[config.mk]
export PLATFORM = sky130hd
export DESIGN_NAME = cbus_arbiter
export DESIGN_NICKNAME = d
export VERILOG_FILES = /design/src/rtl/cbus_arbiter.sv
export SDC_FILE = /design/constraint.sdc
export NUM_CORES = 1
export LEC_CHECK = 0
export CORE_AREA = 3 3 126 128
export DETAILED_ROUTE_END_ITERATION = 6
export DIE_AREA = 0 0 129 131
export SYNTH_ARGS = -nofsm -noshare
export SYNTH_HDL_FRONTEND = slang
export SYNTH_SLANG_ARGS = --single-unit
[constraint.sdc]
create_clock -name clk -period 1.5 [get_ports clk]
set_clock_uncertainty 0.15 [all_clocks]
set_input_delay 0.375 -clock clk [delete_from_list [all_inputs] [get_ports clk]]
set_output_delay 0.375 -clock clk [all_outputs]
set_load 0.1 [all_outputs]
[src/rtl/cbus_arbiter.sv]
// Round-robin arbiter sharing one memory-side cache bus between NUM_REQ masters.
// The grant is held for a whole transaction and released only on iresp ready && last.
module cbus_arbiter #(
    parameter int NUM_REQ = 2,
    parameter int IDX_W   = $clog2(NUM_REQ),
    // Request layout (MSB first): valid, is_write, addr[31:0], data[31:0], strobe[3:0], len[3:0]
    parameter int REQ_W   = 74,
    // Response layout (MSB first): ready, last, data[31:0]
    parameter int RESP_W  = 34
) (
    input  logic                      clk,
    input  logic                      reset,
    input  logic [NUM_REQ*REQ_W-1:0]  ireqs,
    output logic [NUM_REQ*RESP_W-1:0] oresps,
    output logic [REQ_W-1:0]          oreq,
    input  logic [RESP_W-1:0]         iresp,
    output logic                      dbg_busy,
    output logic [IDX_W-1:0]          dbg_grant
);

    // Handshake: a master holds its request (valid and all fields) stable until it
    // sees ready && last on its own response; ready alone marks one accepted beat.
    localparam int REQ_VALID  = REQ_W - 1;
    localparam int RESP_READY = RESP_W - 1;
    localparam int RESP_LAST  = RESP_W - 2;

    typedef enum logic {IDLE, BUSY} state_t;

    state_t           state_q, state_d;
    logic [IDX_W-1:0] grant_q, grant_d;
    logic [IDX_W-1:0] last_grant_q, last_grant_d;
    logic             found;
    int               scan_idx;

    always_ff @(posedge clk) begin
        if (reset) begin
            state_q      <= IDLE;
            grant_q      <= '0;
            last_grant_q <= IDX_W'(NUM_REQ - 1);
        end else begin
            state_q      <= state_d;
            grant_q      <= grant_d;
            last_grant_q <= last_grant_d;
        end
    end

    always_comb begin
        state_d      = state_q;
        grant_d      = grant_q;
        last_grant_d = last_grant_q;
        oreq         = '0;
        oresps       = '0;
        found        = 1'b0;
        scan_idx     = 0;
        case (state_q)
            IDLE: begin
                // Scan starts just after the previous winner so every master gets a turn.
                for (int k = 1; k <= NUM_REQ; k++) begin
                    scan_idx = (int'(last_grant_q) + k) % NUM_REQ;
                    if (!found && ireqs[scan_idx*REQ_W + REQ_VALID]) begin
                        found   = 1'b1;
                        grant_d = IDX_W'(scan_idx);
                        state_d = BUSY;
                    end
                end
            end
            BUSY: begin
                oreq = ireqs[int'(grant_q)*REQ_W +: REQ_W];
                oresps[int'(grant_q)*RESP_W +: RESP_W] = iresp;
                if (iresp[RESP_READY] && iresp[RESP_LAST]) begin
                    state_d      = IDLE;
                    last_grant_d = grant_q;
                end
            end
            default: state_d = IDLE;
        endcase
    end

    assign dbg_busy  = (state_q == BUSY);
    assign dbg_grant = grant_q;

endmodule
Word-level counts from Yosys, hierarchy flattened
Cells that the tools add are included.
{ "word_totals": {"reg_bits": 3, "output_inout_bits": 144, "in_bits": 184} }
{ "op_classes": {"n_reduce_logical": 6, "n_bitwise": 4, "shift": 3, "multipliers": 4, "order_cmp": 2, "muxes": 15, "addsub": 5} }
{ "op_table": {"columns": ["op", "n"], "rows": [
  ["$shiftx 148x9->74", 1],
  ["$mux 74", 1],
  ["$and 68x68->68", 1],
  ["$mux 68", 1],
  ["$shift 34x33->68 const A", 1],
  ["$shiftx 34x33->68", 1],
  ["$neg 7->33", 1],
  ["$add 10x8->11 const B", 2],
  ["$lt 11x10->1 const B", 2],
  ["$mul 2x7->9 const B", 2],
  ["$bmux 1 s8", 2],
  ["$mux 1", 10],
  ["$mul 1x6->7 const B", 1],
  ["$mul 1x5->6 const B", 1],
  ["$reduce_and 2->1", 2],
  ["$add 1x1->1 const B", 2],
  ["$and 1x1->1 const A", 2],
  ["$logic_and 1x1->1", 2],
  ["$pmux 1 s2", 1],
  ["$reduce_bool 2->1", 1],
  ["$logic_not 1->1", 1],
  ["$not 1->1", 1]
]} }

Longest topological paths before layout
{ "depth": {"depth_word": 13, "depth_mapped": 4, "ltp_nobuf": 3} }

Worst setup path after synthesis
OpenSTA, ideal clock, no wires.
{ "synth_path": {"path_kind": "register -> output", "startpoint": "register grant_q, in the netlist dbg_grant", "endpoint": "output oreq[0]", "required_time_ns": 0.975, "path_slack_ns": -1.915, "n_path_buf": 2, "t_arrival_ns": 2.890, "stages_incl_launch_ff": 5, "cell_sequence": "dfxtp_1 buf_4 buf_6 mux2i_1 nor2b_1"} }
{ "synth_via": {"elab_chain_len": 3} }
{ "synth_lines": {"columns": ["item", "line_no", "source"], "rows": [
  ["start, declared", "30", "logic [IDX_W-1:0] grant_q, grant_d;"],
  ["start signal, assigned", "42", "grant_q <= grant_d;"],
  ["$mul 1x6->7", "68", "oreq = ireqs[int'(grant_q)*REQ_W +: REQ_W];"],
  ["$shiftx 148x9->74", "68", null],
  ["$mux 74", "55", "case (state_q)"],
  ["end, declared", "15", "output logic [REQ_W-1:0] oreq,"]
]} }
No other way between the ends.

Worst setup path in the final report
{ "layout_path": {"startpoint": "register grant_q, in the netlist dbg_grant", "endpoint": "output oresps[16]"} }
{ "layout_via": {"elab_chain_len": 5} }
{ "layout_lines": {"columns": ["item", "line_no", "source"], "rows": [
  ["$mul 1x5->6 (*)", "69", "oresps[int'(grant_q)*RESP_W +: RESP_W] = iresp;"],
  ["$neg 7->33 (*)", "69", null],
  ["$shiftx 34x33->68 / $shift 34x33->68 (equally long branches)", "69", null],
  ["$and 68x68->68 (no source line) (*)", null, null],
  ["$mux 68 (*)", "55", null],
  ["end, declared", "14", "output logic [NUM_REQ*RESP_W-1:0] oresps,"]
]} }
Every way passes the cells marked *; elsewhere a longest branch is shown, timed or not.

==> results_dict.tcl <==
set metrics [dict create \
    regArea_um2 67.6 \
    route.met2.wl_mm 7.48 \
    cts_buffers 3 \
    yosys.area_share.simple_pct 48.3 \
    clock-sinks 3 \
    placedCellCount 765 \
    place_congestion 0.827 \
    std_cell_rows 45 \
    root_buffer "clkbuf_16" \
    die-area_um2 16900 \
    syn_inst 258 \
    ys_seq_area_share_pct 3.14 \
    yosysTopAreaCell "mux2i_1" \
    synth_mux_area_share_pct 38.7 \
    p_leak_nw 3.19 \
    hold_path_class "register to register" \
    start_kind "register" \
    fp.dieH_um 131 \
    synth_area_leaders "mux2i_1 39%, nor2b_1 24%, and3_1 11%, and2_1 11%, buf_6 4.1%" \
    post-route-min-period_ns 1.99 \
    whs_ns 0.321 \
    fillCellCount 1248 \
    synth_compound_area_share_pct 1.05 \
    avgSynthCellArea_um2 7.41 \
    synth-main-ff-cell "dfxtp_1" \
    cts.path.max_buffers 2 \
    async_flop_share_pct 0 \
    ant_nets 0 \
    grt_start_max_net_pins 38 \
    tightestPinTransition_ns 0.255 \
    synth.distinct_cells 16 \
    routedWlPerCell_um 17.4 \
    drive_above_1_share_pct 60.8 \
    synthAdderAreaFrac_pct 0 \
    syn2layout_area_growth_pct 332 \
    cp_data_required_time_ns 0.97 \
    coreArea_um2 15000 \
    place_hpwl_mm 10.9 \
    violations "setup timing" \
    clkTransAtPathRegs_ns 0.03 \
    grtUsageTotal_pct 14.1 \
    routed_wl_mm 13.8 \
    final_area_um2 8260 \
    ys_top_cells_by_count "74 x mux2i_1, 74 x nor2b_1, 35 x and3_1" \
    slowest_delay_ns 0.40 \
    antenna_found_initial 0 \
    ioPinCount 328 \
    dr.max_layer_used "met4" \
    wl_met1_mm 4.83 \
    dr_wl_met3_mm 1.19 \
    powerDensity_nw_per_um2 582 \
    power_mw 4.80 \
    layout.nets 789 \
    drt_iter0_markers 45 \
    vias_per_cell 4.17 \
    multi_input_area_um2 2440 \
    path_cells "and2b_4 > clkbuf_16 > and2_4 > buf_12" \
    slowest_stage "dfxtp_4" \
    fin_cells 792 \
    fin_crit_sh_pct 133 \
    setup-violations-final 144 \
    grt_pass1_wl_mm 18.6 \
    first_global_vias 3445 \
    route.vias.total 3302 \
    slew_headroom_pct 82.5 \
    synth_nets 442 \
    die_x_um 129 \
    h-tree-depth 1 \
    peakVddDrop_mv 0.334 \
    fmax_mhz 502 \
    fin_ws_ns -0.491 \
    insertion_delay_ns 0.22 \
    start_util_pct 12.8 \
    synth_top_cell_area_share_pct 38.7 \
    ys_seq_elements 3 \
    cts_tree "built" \
    antenna_cells 0 \
    synth_enable_flop_cells 0 \
    syn_area_um2 1910 \
    outcome "complete, but fails checks" \
    path_max_fanout 8 \
    worstSetupPathType "register to primary output" \
    cts_hold_buf 0 \
    synth_warnings 0 \
    grt_overflow 0 \
    cp_top_family "simple AND/OR/NAND/NOR gates" \
    port_buffers 327 \
    drt_pre_antenna_iters 4 \
    rsz0062_at_grt "yes" \
    placed_area_um2 7580 \
    critPathArrivalTime_ns 1.47 \
    drc 0 \
    synth_top_family_by_area "simple AND/OR/NAND/NOR gates" \
    synth_xor_area_share_pct 0 \
    hold_violations 0 \
    drv_cap 0 \
    end_kind "primary output" \
    crit_buf_inv 2 \
    slew_violations 0 \
]
==> report_power, final <==
group          switching, mW  internal (mW)
Clock                 0.0738          0.351
Combinational           2.38           1.90
Sequential            0.0128         0.0852
Total                   2.47           2.33
==> kinds of logic after synthesis <==
family          Yosys count
compound gates            4
buf+inv                  29
flops                     3
mux                      74
simple gates            148
==> worst register-to-register path: cells and delay by family (launching register included) <==
kind / cells / cell delay (ns)
flops: 1 / 0.35
buf+inv: 4 / 0.54
compound gates: 2 / 0.24
==> worst paths after layout <==
check,startpoint,to,slack (ns),cells past startpoint
worst min register to register,last_grant_q,last_grant_q,0.32,2
worst max register to register,dbg_busy,dbg_grant,0.12,6
worst max-delay path,dbg_grant,oresps[16],-0.49,4
worst min-delay path,last_grant_q,last_grant_q,0.32,2
==> metal layers <==
metal | up-vias | track usage (%)
met5 | - | 0
met4 | 0 | 3.58
met3 | 18 | 3.46
met2 | 203 | 27.4
met1 | 1513 | 15.0
li1 | 1568 | -
==> final cells by class <==
class | count | share of cell area [%]
multi-input cells | 226 | 29.6
repair buffers | 369 | 65.7
flip-flops and latches | 3 | 0.818
clock buffers | 4 | 0.955
well taps | 188 | 2.85
inverters | 2 | 0.0909
==> state kept, by name, summed over array words and instances (netlist names) <==
signal,count
dbg_grant,1
dbg_busy,1
last_grant_q,1
==> stage by stage <==
step | util, % | setup WS [ns] | TNS [ns]
2_1_floorplan | - | -0.835 | -78.25
3_3_place_gp | 50.6 | -0.455 | -38.32
3_5_place_dp | 50.6 | -0.444 | -39.53
4_1_cts | 53.9 | -0.497 | -63.50
5_1_grt | 55.1 | -0.540 | -69.11
6_report | 55.1 | -0.491 | -61.44
==> what timing repair did <==
action,4_1_cts,5_1_grt
buffers inserted,11,4
gates resized for setup,25,27
gates cloned,6,5
pin swaps,0,1
endpoints found under the setup margin,144,145
hold endpoints to repair,0,0
==> placed cells by master (no fill, tap or decap) <==
master           netlist  routed
inv_1                  2       2
nor2b_2                0      55
o21ai_0                2       2
mux2i_2                0      21
nand2_1                1       1
clkbuf_1              17       1
buf_6                  7       8
dfxtp_4                0       2
nand3b_1               1       1
nor3_1                 2       2
nor2b_4                0      19
dfxtp_1                3       1
and2b_4                0       1
mux2i_4                0      11
buf_4                  1       9
and3_4                 0      35
mux2i_1               74      42
and2_4                 0      34
buf_16                 0       4
clkbuf_16              0       7
buf_12                 0     161
a21oi_1                2       2
clkdlybuf4s50_1        0     183
No activity file was read; power rests on OpenSTA's default activity.
